[config.mk]
export PLATFORM = sky130hd
export DESIGN_NAME = rf_wb_arbiter
export DESIGN_NICKNAME = d
export VERILOG_FILES = /design/src/rtl/rf_wb_arbiter.sv
export SDC_FILE = /design/constraint.sdc
export NUM_CORES = 1
export LEC_CHECK = 0
export CORE_MARGIN = 2
export CORE_UTILIZATION = 28
export CTS_CLUSTER_SIZE = 14
export DETAILED_ROUTE_END_ITERATION = 12
export SETUP_SLACK_MARGIN = 0.05
export SLEW_MARGIN = 0
export SYNTH_ARGS = -nofsm -noshare
export SYNTH_HDL_FRONTEND = slang
export SYNTH_SLANG_ARGS = --single-unit
[constraint.sdc]
create_clock -name clk -period 11.15 [get_ports clk]
set_clock_uncertainty 0.2 [all_clocks]
set_input_delay 3.345 -clock clk [delete_from_list [all_inputs] [get_ports clk]]
set_output_delay 3.345 -clock clk [all_outputs]
set_load 0.02 [all_outputs]
[src/rtl/rf_wb_arbiter.sv]
// Write-back arbiter for the register file's single write port, plus a
// pending-write scoreboard that decode queries for read-after-write hazards.
module rf_wb_arbiter #(
  parameter int ADDR_WIDTH = 5,
  parameter int DATA_WIDTH = 32,
  parameter int NREQ       = 2
) (
  input  logic                         clk,
  input  logic                         rst,
  input  logic [NREQ-1:0]              req_valid,
  input  logic [NREQ*ADDR_WIDTH-1:0]   req_addr,
  input  logic [NREQ*DATA_WIDTH-1:0]   req_data,
  output logic [NREQ-1:0]              req_ready,
  output logic                         rf_wrt_en,
  output logic [ADDR_WIDTH-1:0]        rf_addrD,
  output logic [DATA_WIDTH-1:0]        rf_d,
  input  logic                         alloc_en,
  input  logic [ADDR_WIDTH-1:0]        alloc_addr,
  input  logic [ADDR_WIDTH-1:0]        query_a,
  input  logic [ADDR_WIDTH-1:0]        query_b,
  output logic                         busy_a,
  output logic                         busy_b,
  output logic                         alloc_err,
  output logic [ADDR_WIDTH:0]          pending_cnt
);

  localparam int NREG  = 2 ** ADDR_WIDTH;
  localparam int PTR_W = (NREQ > 2) ? 2 : 1;
  localparam int CNT_W = ADDR_WIDTH + 1;

  logic [ADDR_WIDTH-1:0] addr_arr [NREQ];
  logic [DATA_WIDTH-1:0] data_arr [NREQ];

  generate
    for (genvar gi = 0; gi < NREQ; gi++) begin : g_unpack
      assign addr_arr[gi] = req_addr[gi*ADDR_WIDTH +: ADDR_WIDTH];
      assign data_arr[gi] = req_data[gi*DATA_WIDTH +: DATA_WIDTH];
    end
  endgenerate

  logic [PTR_W-1:0]      rr_ptr_q, rr_ptr_d;
  logic [PTR_W-1:0]      gnt_idx, cand;
  logic                  gnt_found;
  logic [NREQ-1:0]       gnt_vec;
  logic                  xfer;
  logic [ADDR_WIDTH-1:0] xfer_addr;
  logic [DATA_WIDTH-1:0] xfer_data;

  logic [NREG-1:0]       busy_q, busy_d;
  logic [CNT_W-1:0]      cnt_q, cnt_d;
  logic                  alloc_err_q, alloc_err_d;
  logic                  wrt_en_q;
  logic [ADDR_WIDTH-1:0] addr_q;
  logic [DATA_WIDTH-1:0] data_q;

  // Rotating-priority search starting at rr_ptr; first valid requester wins.
  always_comb begin
    gnt_found = 1'b0;
    gnt_idx   = '0;
    cand      = '0;
    gnt_vec   = '0;
    for (int off = 0; off < NREQ; off++) begin
      cand = PTR_W'((int'(rr_ptr_q) + off) % NREQ);
      if (!gnt_found && req_valid[cand]) begin
        gnt_found = 1'b1;
        gnt_idx   = cand;
      end
    end
    if (gnt_found && !rst) begin
      gnt_vec[gnt_idx] = 1'b1;
    end
  end

  assign req_ready = gnt_vec;
  assign xfer      = gnt_found & ~rst;
  assign xfer_addr = addr_arr[gnt_idx];
  assign xfer_data = data_arr[gnt_idx];
  assign rr_ptr_d  = (int'(gnt_idx) == NREQ - 1) ? '0 : gnt_idx + PTR_W'(1);

  // Allocation is applied after the clear so a same-edge alloc keeps the bit set.
  always_comb begin
    busy_d = busy_q;
    if (xfer) begin
      busy_d[xfer_addr] = 1'b0;
    end
    if (alloc_en) begin
      busy_d[alloc_addr] = 1'b1;
    end
    alloc_err_d = alloc_en & busy_q[alloc_addr] &
                  ~(xfer && (xfer_addr == alloc_addr));
    cnt_d = '0;
    for (int i = 0; i < NREG; i++) begin
      cnt_d = cnt_d + CNT_W'(busy_d[i]);
    end
  end

  always_ff @(posedge clk) begin
    if (rst) begin
      busy_q      <= '0;
      cnt_q       <= '0;
      alloc_err_q <= 1'b0;
      rr_ptr_q    <= '0;
      wrt_en_q    <= 1'b0;
      addr_q      <= '0;
      data_q      <= '0;
    end else begin
      busy_q      <= busy_d;
      cnt_q       <= cnt_d;
      alloc_err_q <= alloc_err_d;
      wrt_en_q    <= xfer;
      if (xfer) begin
        rr_ptr_q <= rr_ptr_d;
        addr_q   <= xfer_addr;
        data_q   <= xfer_data;
      end
    end
  end

  // Busy lookups read registered state only; a same-cycle transfer is not bypassed.
  assign busy_a      = busy_q[query_a];
  assign busy_b      = busy_q[query_b];
  assign rf_wrt_en   = wrt_en_q;
  assign rf_addrD    = addr_q;
  assign rf_d        = data_q;
  assign alloc_err   = alloc_err_q;
  assign pending_cnt = cnt_q;

endmodule

* Word level (Yosys, flattened, before mapping)
Cells that the tools add are included.
W data, S select, Z words.
** Word-level totals
- Register bits :: 78
- Input port bits :: 94
- Output and inout bits :: 49
- Logic and storage cells :: 99
** Operators by class
- Add/sub/neg operators :: 33
- Order comparisons :: 11
- Equality and inequality tests :: 1
- Multiplexer cells :: 30
- Bitwise gates (word level) :: 9
- Reductions and logical operators :: 8
** Operators by type and width (number)
- $mux W32 :: 5
- $add A6 B1 Y6 :: 26
- $and A32 B32 Y32 :: 1
- $not A32 Y32 :: 1
- $or A32 B32 Y32 :: 1
- $lt A5 B6 Y1 const B :: 4
- $bmux W1 S5 :: 3
- $mux W1 :: 15
- $mux W5 :: 3
- $demux W1 S5 :: 2
- $ge A5 B1 Y1 const B :: 2
- $add A5 B1 Y6 :: 1
- $logic_and A1 B1 Y1 :: 6
- $lt A1 B2 Y1 const B :: 3
- $add A4 B1 Y5 :: 1
- $eq A5 B5 Y1 :: 1
- $add A3 B1 Y4 :: 1
- $add A2 B1 Y3 :: 1
- $and A1 B1 Y1 :: 3
- $add A1 B1 Y1 const B :: 2
- $add A1 B1 Y2 :: 1
- $ge A2 B2 Y1 const B :: 1
- $logic_not A1 Y1 :: 2
- $mux W2 :: 1
- 4 further kinds :: 5

* Logic depth before layout (Yosys ltp)
Gate-level depths: netlist (run 1).
- Depth in word-level cells :: 50
- Gate-level depth with buffers :: 24

* Worst setup path before layout (run 1)
Ideal clock, no wire load.
- Kind :: input to register
- Start point :: input port req_valid[1]
- End point :: register cnt_q[4], in the netlist pending_cnt[4]
- Library setup time :: 0.128 ns
- Arrival :: 8.524 ns
- Required time :: 10.822 ns
- Setup slack :: 2.298 ns
- Stages on the path :: 23
- Buffers on the path :: 1
- Cells stage by stage :: buf_2 -> nor2_1 -> nor2_1 -> o21ai_1 -> o21ai_0 -> and2_1 -> fa_1 -> inv_1 -> fa_1 -> inv_1 -> fa_1 -> inv_1 -> fa_1 -> fa_1 -> fa_1 -> ha_1 -> inv_1 -> fa_1 -> inv_1 -> a21o_1 -> a21oi_1 -> xor2_1 -> nor2_1
** On the way
- Cells in the longest elaborated chain, start to end :: 50
- Elaborated cells on any way between the ends :: 56
** RTL lines
- from (decl) :: line 10 : input logic [NREQ-1:0] req_valid,
- $mux W1 (implied by the code) (2 in series) :: line 64 : if (!gnt_found && req_valid[cand]) begin
- $mux W1 :: line 64
- $logic_not A1 Y1 :: line 64
- $logic_and A1 B1 Y1 :: line 64
- $mux W1 :: line 64
- $not A1 Y2 (implied by the code) :: line 76 : assign xfer_addr = addr_arr[gnt_idx];
- $mux W5 (implied by the code) (3 in series) :: line 76
- $lt A5 B6 Y1 (implied by the code) / $ge A5 B1 Y1 (equally long branches) :: line 84 : busy_d[xfer_addr] = 1'b0;
- [... 7 more ...]
- $mux W32 * :: line 86 : if (alloc_en) begin
- $add A1 B1 Y2 :: line 93 : cnt_d = cnt_d + CNT_W'(busy_d[i]);
- $add A2 B1 Y3 :: line 93
- $add A3 B1 Y4 :: line 93
- $add A4 B1 Y5 :: line 93
- $add A5 B1 Y6 :: line 93
- $add A6 B1 Y6 (25 in series) :: line 93
- $add A6 B1 Y6 * :: line 93
- to (signal assigned) :: line 108 : cnt_q <= cnt_d;
- to (decl) :: line 50 : logic [CNT_W-1:0] cnt_q, cnt_d;
Mark *: on every way between the ends. The rest lies on a longest branch, timed or not. The select of a mux whose other input is x is not followed.
A chain may end at the register's enable or synchronous reset.

* Final worst setup path (run 1)
Same ends and word-level chain as after synthesis.

==> flow_summary.yaml, run 1 <==
power_and_ir_drop:
  p_total_w: 0.0008262
  ir_worst_vdd_uv: 88.08
  cellLeakagePower_nw: 2.697
  p_per_area_nw_per_um2: 117.4
die:
  die_h_microns: 138.5
  die-area_sq_um: 19190
  die_w_microns: 138.5
  io-pin-count: 143
  core_sq_um: 17840
  row_count: 49
  initial_core_util_pct: 28.40
run:
  max_cap_viol_count: 0
routing:
  dr_total_vias: 4919
  firstDrtPassIters: 5
  wirelength_mm: 16.72
  antenna_left: 0
  drcViolationCount: 0
  via_per_inst: 5.289
  avgRoutedWirePerCell_microns: 17.98
  drtIter0Drc: 382
critical_path:
  max_stage_delay_ps: 560
  worst-setup-path-type: "in2reg"
  cp.required_ps: 11150
  crit_path_end_kind: "register"
  cpMostUsedCell: "fa_1"
  worstPathMaxFanout: 20
  worstPathArrival_ps: 9800
  crit_start: "req_valid[1]"
  crit_chain: "clkdlybuf4s50_1 > buf_4 > inv_1 > nor2_2 > a21oi_1 > o31ai_1 > and2_1 > fa_1 > fa_1 > fa_1 > inv_1 > fa_1 > fa_1 > fa_1 > ha_1 > inv_1 > fa_1 > inv_1 > a21o_1 > a21oi_1 > xor2_1 > nor2_1"
  start_kind: "primary input"
  worstReg2RegStart: "rr_ptr_q$_SDFFE_PP0P_"
  r2r_setup_slack_ps: 4560
  cpMaxStageDelayCell: "nor2_2"
timing:
  layout_setup_ws_ps: 1350
  max_freq_mhz: 102.0
  maxSlewViolCount: 0
  relSlewSlack_pct: 39.10
  worstMarginPinSlew_ps: 911.6
  finalCritPeriodShare_pct: 87.90
  rsz0062_at_grt: "no"
  period_needed_ps: 9801
  setup_violations: 0
  finalSetupTns_ps: 0
  final-hold-violation-count: 0
clock_tree:
  ctsHoldBuffers: 0
  clk_pin_slew_worst_paths_ps: 60
  clock_latency_ps: 340
  htreeDepth: 3
  clock_path_buffers: 2
  cts_tree: "built"
  cts_root_buf: "clkbuf_16"
  cts_resized: 0
  numCtsBuffers: 9
  cts.sinks: 78
  cts_setup_buffers: 0
yosys:
  ys_async_sr_fraction_pct: 0
  synth_area_leaders: "dfxtp_1, mux4_2, fa_1"
  syn_area_sq_um: 5066
  ys.flop_type: "dfxtp_1"
  synth_common_cells: "dfxtp_1, nand2_1, a21oi_1"
  ys_ff_latch: 78
  synth_nets: 695
  yosysMostFrequentCell: "dfxtp_1"
  synth_largest_area_cell: "dfxtp_1"
  synth_cell_types: 49
  avgSynthCellArea_sq_um: 8.888
  synth_cells: 570
  synth_warnings: 0
  synth_edf_count: 0
  synth_top_area_share_pct: 30.82
  ys_seq_area_share_pct: 30.82
finish:
  design_area_sq_um: 7041
  fin_nets: 821
  area_growth_pct: 38.97
  drive_above_1_share_pct: 9.415
  num_antenna_cells: 0
placed_design:
  hpwlAfterDp_mm: 12.40
  place_ws_ps: 1049
  dpl-instance-area_sq_um: 6706
  io_buffers: 142
  gp_congestion: 0.8504
grt:
  grt_pass1_vias: 4779
  overflow: 0
  grt_pass1_wl_mm: 26.55
  grt_usage_pct: 17.51
  grt_max_degree: 71
  grt_antenna_before_repair: 0
worst_hold_path:
  min_from: "rf_addrD[1]$_SDFFE_PP0P_"
  holdCritPathClass: "reg2reg"
status:
  outcome: "finished clean"
cell families (layout without fill, tap and decap cells):
logic type                 count (synthesis)  in the layout  synth area share [%]
adders and majority gates                 31             31                 11.21
DFF                                       78             78                 30.82
and+or+nand+nor                          168            168                 16.08
AOI/OAI and AO/OA                        181            181                 22.94
muxes                                     37             37                 12.99
xor gates and xnor gates                   2              2                0.3458
buffers and inverters                     73            204                 5.606
per-layer routing:
layer	up-vias	GRT usage, %	part of all wire, %	wire length, microns
met1	2362	24.68	45	7503
met2	230	26.76	46	7622
met5	-	0	0	0
li1	2304	-	-	-
met4	0	5.800	2.0	342
met3	23	3.776	7.5	1254
worst paths after layout:
check | to | cells past startpoint
worst min register to register | rf_addrD[1]$_SDFFE_PP0P_ | 2
worst max register to register | pending_cnt[4]$_SDFF_PP0_ | 22
worst min-delay path | rf_addrD[1]$_SDFFE_PP0P_ | 2
worst max-delay path | pending_cnt[4]$_SDFF_PP0_ | 22
registers in the layout (all words and copies together) (netlist names):
signal / count
alloc_err: 1
busy_q: 32
pending_cnt: 6
rf_addrD: 5
rf_d: 32
rf_wrt_en: 1
rr_ptr_q: 1
placed cells by master, fill, tap and decap left out, drive strengths merged, types with 8 or more instances in the layout:
cell and count:
a21oi 67, a22oi 36, and2 24, buf 12, clkbuf 11, clkdlybuf4s50 141
dfxtp 78, fa 24, inv 34, mux2 10, mux4 22, nand2 72
nand2b 9, nor2 28, o21a 8, o21ai 25, o31a 8, o31ai 8
cell type report:
cell class	instances	area, sq um
Sequential cell	78	1562
Clock inverter	5	81.33
Tap cell	229	286.5
Fill cell	1781	10800
Multi-Input combinational cell	419	3228
Clock buffer	11	252.7
Inverter	35	131.4
Timing Repair Buffer	153	1499
stage by stage:
step	utilization (%)	instances	hold WS (ps)
CTS	39.46	930	308.2
global route	39.46	930	332.0
detailed placement	37.59	914	294.2
global placement	37.59	914	294.5
floorplan	-	570	263.6
finish	39.46	930	304.4
report_power, final:
part,total [W],internal (W),switching (W)
sequential,0.000302,0.000294,0.00000825
clock,0.000331,0.000208,0.000123
combinational,0.000193,0.0000925,0.000100
total,0.000826,0.000595,0.000231
worst max-delay path, delay by kind of cell:
kind | cells | cell delay [ps]
AO/OA/AOI/OAI | 4 | 890
XOR/XNOR | 1 | 140
adder cells (fa/ha/maj) | 8 | 3500
buffers and inverters | 6 | 1090
AND/OR/NAND/NOR | 3 | 810
Note: power is estimated with default switching activity, not from simulation.
==> inputs of run 2 (changes only) <==
--- a/config.mk
+++ b/config.mk
@@ -5,10 +5,13 @@
 export SDC_FILE = /design/constraint.sdc
 export NUM_CORES = 1
 export LEC_CHECK = 0
+export CELL_PAD_IN_SITES_DETAIL_PLACEMENT = 0
+export CELL_PAD_IN_SITES_GLOBAL_PLACEMENT = 2
 export CORE_MARGIN = 2
 export CORE_UTILIZATION = 28
 export CTS_CLUSTER_SIZE = 14
 export DETAILED_ROUTE_END_ITERATION = 12
+export PLACE_DENSITY_LB_ADDON = 0.1
 export SETUP_SLACK_MARGIN = 0.05
 export SLEW_MARGIN = 0
 export SYNTH_ARGS = -nofsm -noshare
==> run 2 against run 1 <==
Global-route usage increased by 1.9 points; routed wire length up 9.4%; first-iteration DRC count fell by 33%; fmax is 2.1% lower; clock-buffer cell count stayed put.
==> flow_summary.yaml, run 2 (synthesized netlist as in run 1, its figures left out) <==
status:
  outcome: "finished clean"
worst_hold_path:
  hold_path_depth: 2
  holdCritPathClass: "reg2reg"
timing:
  rsz0062_at_grt: "no"
  max_freq_mhz: 99.88
  maxSlewViolCount: 0
  relSlewSlack_pct: 42.43
  finalCritPeriodShare_pct: 89.79
  setup_violations: 0
  finalSetupTns_ps: 0
  period_needed_ps: 10010
  final-hold-violation-count: 0
  worstMarginPinSlew_ps: 863.5
clock_tree:
  clock_latency_ps: 340
  cts_root_buf: "clkbuf_16"
  numCtsBuffers: 9
  clk_pin_slew_worst_paths_ps: 60
  ctsHoldBuffers: 0
  cts.sinks: 78
  cts_setup_buffers: 0
  clock_path_buffers: 2
  htreeDepth: 3
  cts_resized: 0
  cts_tree: "built"
critical_path:
  worstPathArrival_ps: 10020
  r2r_setup_slack_ps: 4440
  crit_path_end_kind: "register"
  reg2reg_depth: 20
  start_kind: "primary input"
  worst-setup-path-type: "in2reg"
  cp.required_ps: 11160
  worstPathMaxFanout: 20
routing:
  drcViolationCount: 0
  met2_length_mm: 8.451
  dr_total_vias: 4945
  antenna_left: 0
  wl_met1_mm: 8.272
  wirelength_mm: 18.29
  drtIter0Drc: 257
  firstDrtPassIters: 7
  highest_layer: "met4"
  avgRoutedWirePerCell_microns: 19.68
  dr_wl_met3_mm: 1.215
  via_per_inst: 5.323
finish:
  final_cell_mix: "clkdlybuf4s50_1, dfxtp_1, nand2_1"
  area_growth_pct: 38.40
  seqCellArea_sq_um: 1562
  fin_nets: 821
  nFillCells: 1808
  design_area_sq_um: 7012
  multiInputGateArea_sq_um: 3228
  num_antenna_cells: 0
  final_common_cell: "clkdlybuf4s50_1"
  drive_above_1_share_pct: 9.000
placed_design:
  io_buffers: 142
  hpwlAfterDp_mm: 13.71
  gp_congestion: 0.8666
  dpl-instance-area_sq_um: 6706
die:
  die_w_microns: 138.5
  initial_core_util_pct: 28.40
  io-pin-count: 143
  die-area_sq_um: 19190
  row_count: 49
  die_h_microns: 138.5
  core_sq_um: 17840
power_and_ir_drop:
  cellLeakagePower_nw: 2.678
  p_per_area_nw_per_um2: 116.0
  ir_worst_vdd_uv: 72.30
run:
  max_cap_viol_count: 0
grt:
  grt_antenna_before_repair: 0
  grt_usage_pct: 19.42
  grt_pass1_vias: 4964
  grt_pass1_wl_mm: 29.09
  grt_max_degree: 50
  overflow: 0
==> run 2: layout make-up <==
| type | count | share of cell area [%] |
|---|---|---|
| sequential | 78 | 22.27 |
| inverter | 35 | 1.874 |
| clock inverter | 4 | 1.035 |
| clock buffer | 11 | 3.319 |
| timing repair buffer | 153 | 21.38 |
| tap | 229 | 4.086 |
| multi-input combinational | 419 | 46.04 |
==> run 2: metal layers <==
layer | vias up | global-route usage [%]
met5 | - | 0
met4 | 0 | 5.854
met3 | 24 | 4.468
met2 | 206 | 31.11
met1 | 2413 | 26.22
li1 | 2302 | -
==> run 2: power breakdown <==
part	internal, W	switching, W	leakage (nW)	total, W
Clock	0.000195	0.000121	0.146	0.000316
Combinational	0.0000923	0.000102	1.89	0.000195
Sequential	0.000294	0.00000890	0.639	0.000303
Total	0.000581	0.000232	2.68	0.000813
==> run 2: path summary, 6_finish.rpt <==
path                                               start                   endpoint
worst max-delay path                        req_valid[1]  pending_cnt[4]$_SDFF_PP0_
worst min-delay path            rf_addrD[0]$_SDFFE_PP0P_   rf_addrD[0]$_SDFFE_PP0P_
worst max register to register     rr_ptr_q$_SDFFE_PP0P_  pending_cnt[4]$_SDFF_PP0_
worst min register to register  rf_addrD[0]$_SDFFE_PP0P_   rf_addrD[0]$_SDFFE_PP0P_
==> run 2: critical path: stages <==
cell and delay, ps:
clkdlybuf4s50_1 740, inv_1 500, nor3_1 110, o21ai_1 650
o21ai_0 230, and2_1 220, fa_1 550, inv_1 60
fa_1 480, inv_1 50, fa_1 470, inv_1 50
fa_1 530, fa_1 440, fa_1 510, ha_1 180
inv_1 60, fa_1 400, inv_1 70, a21o_1 100
a21oi_1 70, xor2_1 140, nor2_1 60
==> run 2: metrics by stage <==
stage,util (%),instances,setup WS [ps],total power [W],hold WS [ps]
global placement,37.59,914,945.2,0.0005036,296.5
floorplan,-,570,2298,0.0004075,263.6
finish,39.30,929,1138,0.0008133,307.1
detailed placement,37.59,914,885.6,0.0005030,296.7
CTS,39.30,929,1201,0.0008259,307.0
global route,39.30,929,722.7,0.0008538,332.3
==> inputs of run 3 (changes only) <==
--- a/config.mk
+++ b/config.mk
@@ -6,9 +6,10 @@
 export NUM_CORES = 1
 export LEC_CHECK = 0
 export CELL_PAD_IN_SITES_DETAIL_PLACEMENT = 0
-export CELL_PAD_IN_SITES_GLOBAL_PLACEMENT = 2
+export CELL_PAD_IN_SITES_GLOBAL_PLACEMENT = 1
 export CORE_MARGIN = 2
 export CORE_UTILIZATION = 28
+export CTS_CLUSTER_DIAMETER = 100
 export CTS_CLUSTER_SIZE = 14
 export DETAILED_ROUTE_END_ITERATION = 12
 export PLACE_DENSITY_LB_ADDON = 0.1
==> run 3 against run 2 <==
Register-to-register slack lost 180 ps; via count shrank 0.26%; largest cell class unchanged; design area grew 0.34%; routed wire length grew 1.0%; first-iteration DRC count grew 66%; clock-buffer cell count shrank 2; core utilization grew 0.13 points; sequential share of layout area shrank 0.075 points; total power grew 2.5%; clock power grew 6%; fmax shrank 0.24%; sequential cell count is the same.
==> flow_summary.yaml, run 3 (synthesized netlist as in run 1, its figures left out) <==
status:
  outcome: "finished clean"
worst_hold_path:
  min_from: "rf_addrD[2]$_SDFFE_PP0P_"
  holdPathEnd: "rf_addrD[2]$_SDFFE_PP0P_"
  holdCritPathClass: "reg2reg"
  hold_path_depth: 2
critical_path:
  worst-setup-path-type: "in2reg"
  r2r_setup_slack_ps: 4260
  worstPathMaxFanout: 14
  r2r_end: "pending_cnt[4]$_SDFF_PP0_"
  crit_path_end_kind: "register"
  worstReg2RegStart: "rr_ptr_q$_SDFFE_PP0P_"
  reg2reg_depth: 22
  cp.required_ps: 11150
  start_kind: "primary input"
  worstPathArrival_ps: 10030
grt:
  grt_max_degree: 66
  grt_usage_pct: 19.15
  grt_pass1_vias: 4763
  overflow: 0
  grt_pass1_wl_mm: 28.41
  grt_antenna_before_repair: 0
finish:
  seqCellArea_sq_um: 1562
  nFillCells: 1786
  num_antenna_cells: 0
  final_common_cell: "clkdlybuf4s50_1"
  fin_nets: 821
  area_growth_pct: 38.87
  drive_above_1_share_pct: 9.415
  multiInputGateArea_sq_um: 3228
  final_cell_mix: "clkdlybuf4s50_1, dfxtp_1, nand2_1"
die:
  initial_core_util_pct: 28.40
  io-pin-count: 143
  row_count: 49
  die_h_microns: 138.5
  die_w_microns: 138.5
  die-area_sq_um: 19190
  core_sq_um: 17840
power_and_ir_drop:
  p_clk_share_pct: 40.2
  p_per_area_nw_per_um2: 118.4
  p_sw_w: 0.0002473
  intPower_w: 0.0005858
  power_frac_comb_pct: 23.4
  ir_worst_vdd_uv: 76.59
  pwr-share-seq_pct: 36.3
  cellLeakagePower_nw: 2.689
  switching_share_pct: 29.69
clock_tree:
  clk_pin_slew_worst_paths_ps: 70
  cts_tree: "built"
  cts_resized: 0
  ctsHoldBuffers: 0
  htreeDepth: 3
  clock_latency_ps: 340
  cts_setup_buffers: 0
  cts_root_buf: "clkbuf_16"
  numCtsBuffers: 9
  clock_path_buffers: 2
  cts.sinks: 78
placed_design:
  hpwlAfterDp_mm: 13.87
  io_buffers: 142
  place_ws_ps: 871.1
  gp_congestion: 0.8443
run:
  max_cap_viol_count: 0
routing:
  firstDrtPassIters: 5
  wirelength_mm: 18.48
  dr_total_vias: 4932
  avgRoutedWirePerCell_microns: 19.87
  via_per_inst: 5.303
  drtIter0Drc: 427
  drcViolationCount: 0
  antenna_left: 0
timing:
  worstMarginPinSlew_ps: 1089
  finalCritPeriodShare_pct: 90.01
  finalSetupTns_ps: 0
  final-hold-violation-count: 0
  period_needed_ps: 10040
  relSlewSlack_pct: 26.93
  maxSlewViolCount: 0
  rsz0062_at_grt: "no"
  whs_ps: 299.4
  layout_setup_ws_ps: 1114
  setup_violations: 0
  max_freq_mhz: 99.64
-- run 3: cell types whose count changed in the layout (fill, tap and decap cells not counted), sizes merged --
cell / change
inv: +3
clkbuf: -2
clkinv: -1
clkinvlp: +1
-- run 3: power by group through the flow --
stage,clock [W],sequential [W],combinational (W)
6_report,0.000335,0.000303,0.000195
3_3_place_gp,0,0.000308,0.000196
3_5_place_dp,0,0.000309,0.000195
4_1_cts,0.000345,0.000303,0.000197
5_1_grt,0.000357,0.000304,0.000212
2_1_floorplan,0,0.000324,0.0000837
-- run 3: per-stage QoR --
step	instances	instance area, sq um	power (W)	utilization [%]
final	930	7036	0.0008332	39.43
after global routing	930	7036	0.0008730	39.43
after CTS	930	7036	0.0008445	39.43
after detailed placement	914	6706	0.0005039	37.59
after global placement	914	6706	0.0005040	37.59
after floorplan	570	5066	0.0004075	-
-- run 3: metal layers --
| layer | track usage, % | routed length [microns] | vias to the layer above | share of wire [%] |
|---|---|---|---|---|
| li1 | - | - | 2308 | - |
| met1 | 26.95 | 8523 | 2420 | 46 |
| met2 | 29.31 | 8515 | 183 | 46 |
| met3 | 4.191 | 1150 | 21 | 6.2 |
| met4 | 6.284 | 289 | 0 | 1.6 |
| met5 | 0 | 0 | - | 0 |
-- run 3: worst max-delay path by stage --
stage                 startpoint                        end  slack [ps]  cells after the start
floorplan           req_valid[1]  pending_cnt[4]$_SDFF_PP0_        2300                     23
global placement    req_valid[1]  pending_cnt[4]$_SDFF_PP0_         850                     23
detailed placement  req_valid[1]  pending_cnt[4]$_SDFF_PP0_         870                     23
CTS                 req_valid[1]  pending_cnt[4]$_SDFF_PP0_        1180                     23
global route        req_valid[1]  pending_cnt[4]$_SDFF_PP0_         890                     23
finish              req_valid[1]  pending_cnt[4]$_SDFF_PP0_        1110                     23
-- run 3: layout make-up --
| type | count | share of cell area [%] |
|---|---|---|
| Multi-Input combinational cell | 419 | 45.88 |
| Clock buffer | 9 | 3.201 |
| Sequential cell | 78 | 22.19 |
| Timing Repair Buffer | 153 | 21.31 |
| Inverter | 35 | 1.867 |
| Clock inverter | 7 | 1.476 |
| Tap cell | 229 | 4.073 |
-- run 3: worst max-delay path: stages --
cell and delay (ps):
clkdlybuf4s50_1 570, inv_1 430, nor3_1 110, o21ai_1 860
o21ai_0 290, and2_1 250, fa_1 540, inv_1 50
fa_1 470, inv_1 50, fa_1 490, inv_1 60
fa_1 520, fa_1 440, fa_1 500, ha_1 170
inv_1 60, fa_1 400, inv_1 70, a21o_1 110
a21oi_1 70, xor2_1 130, nor2_1 50
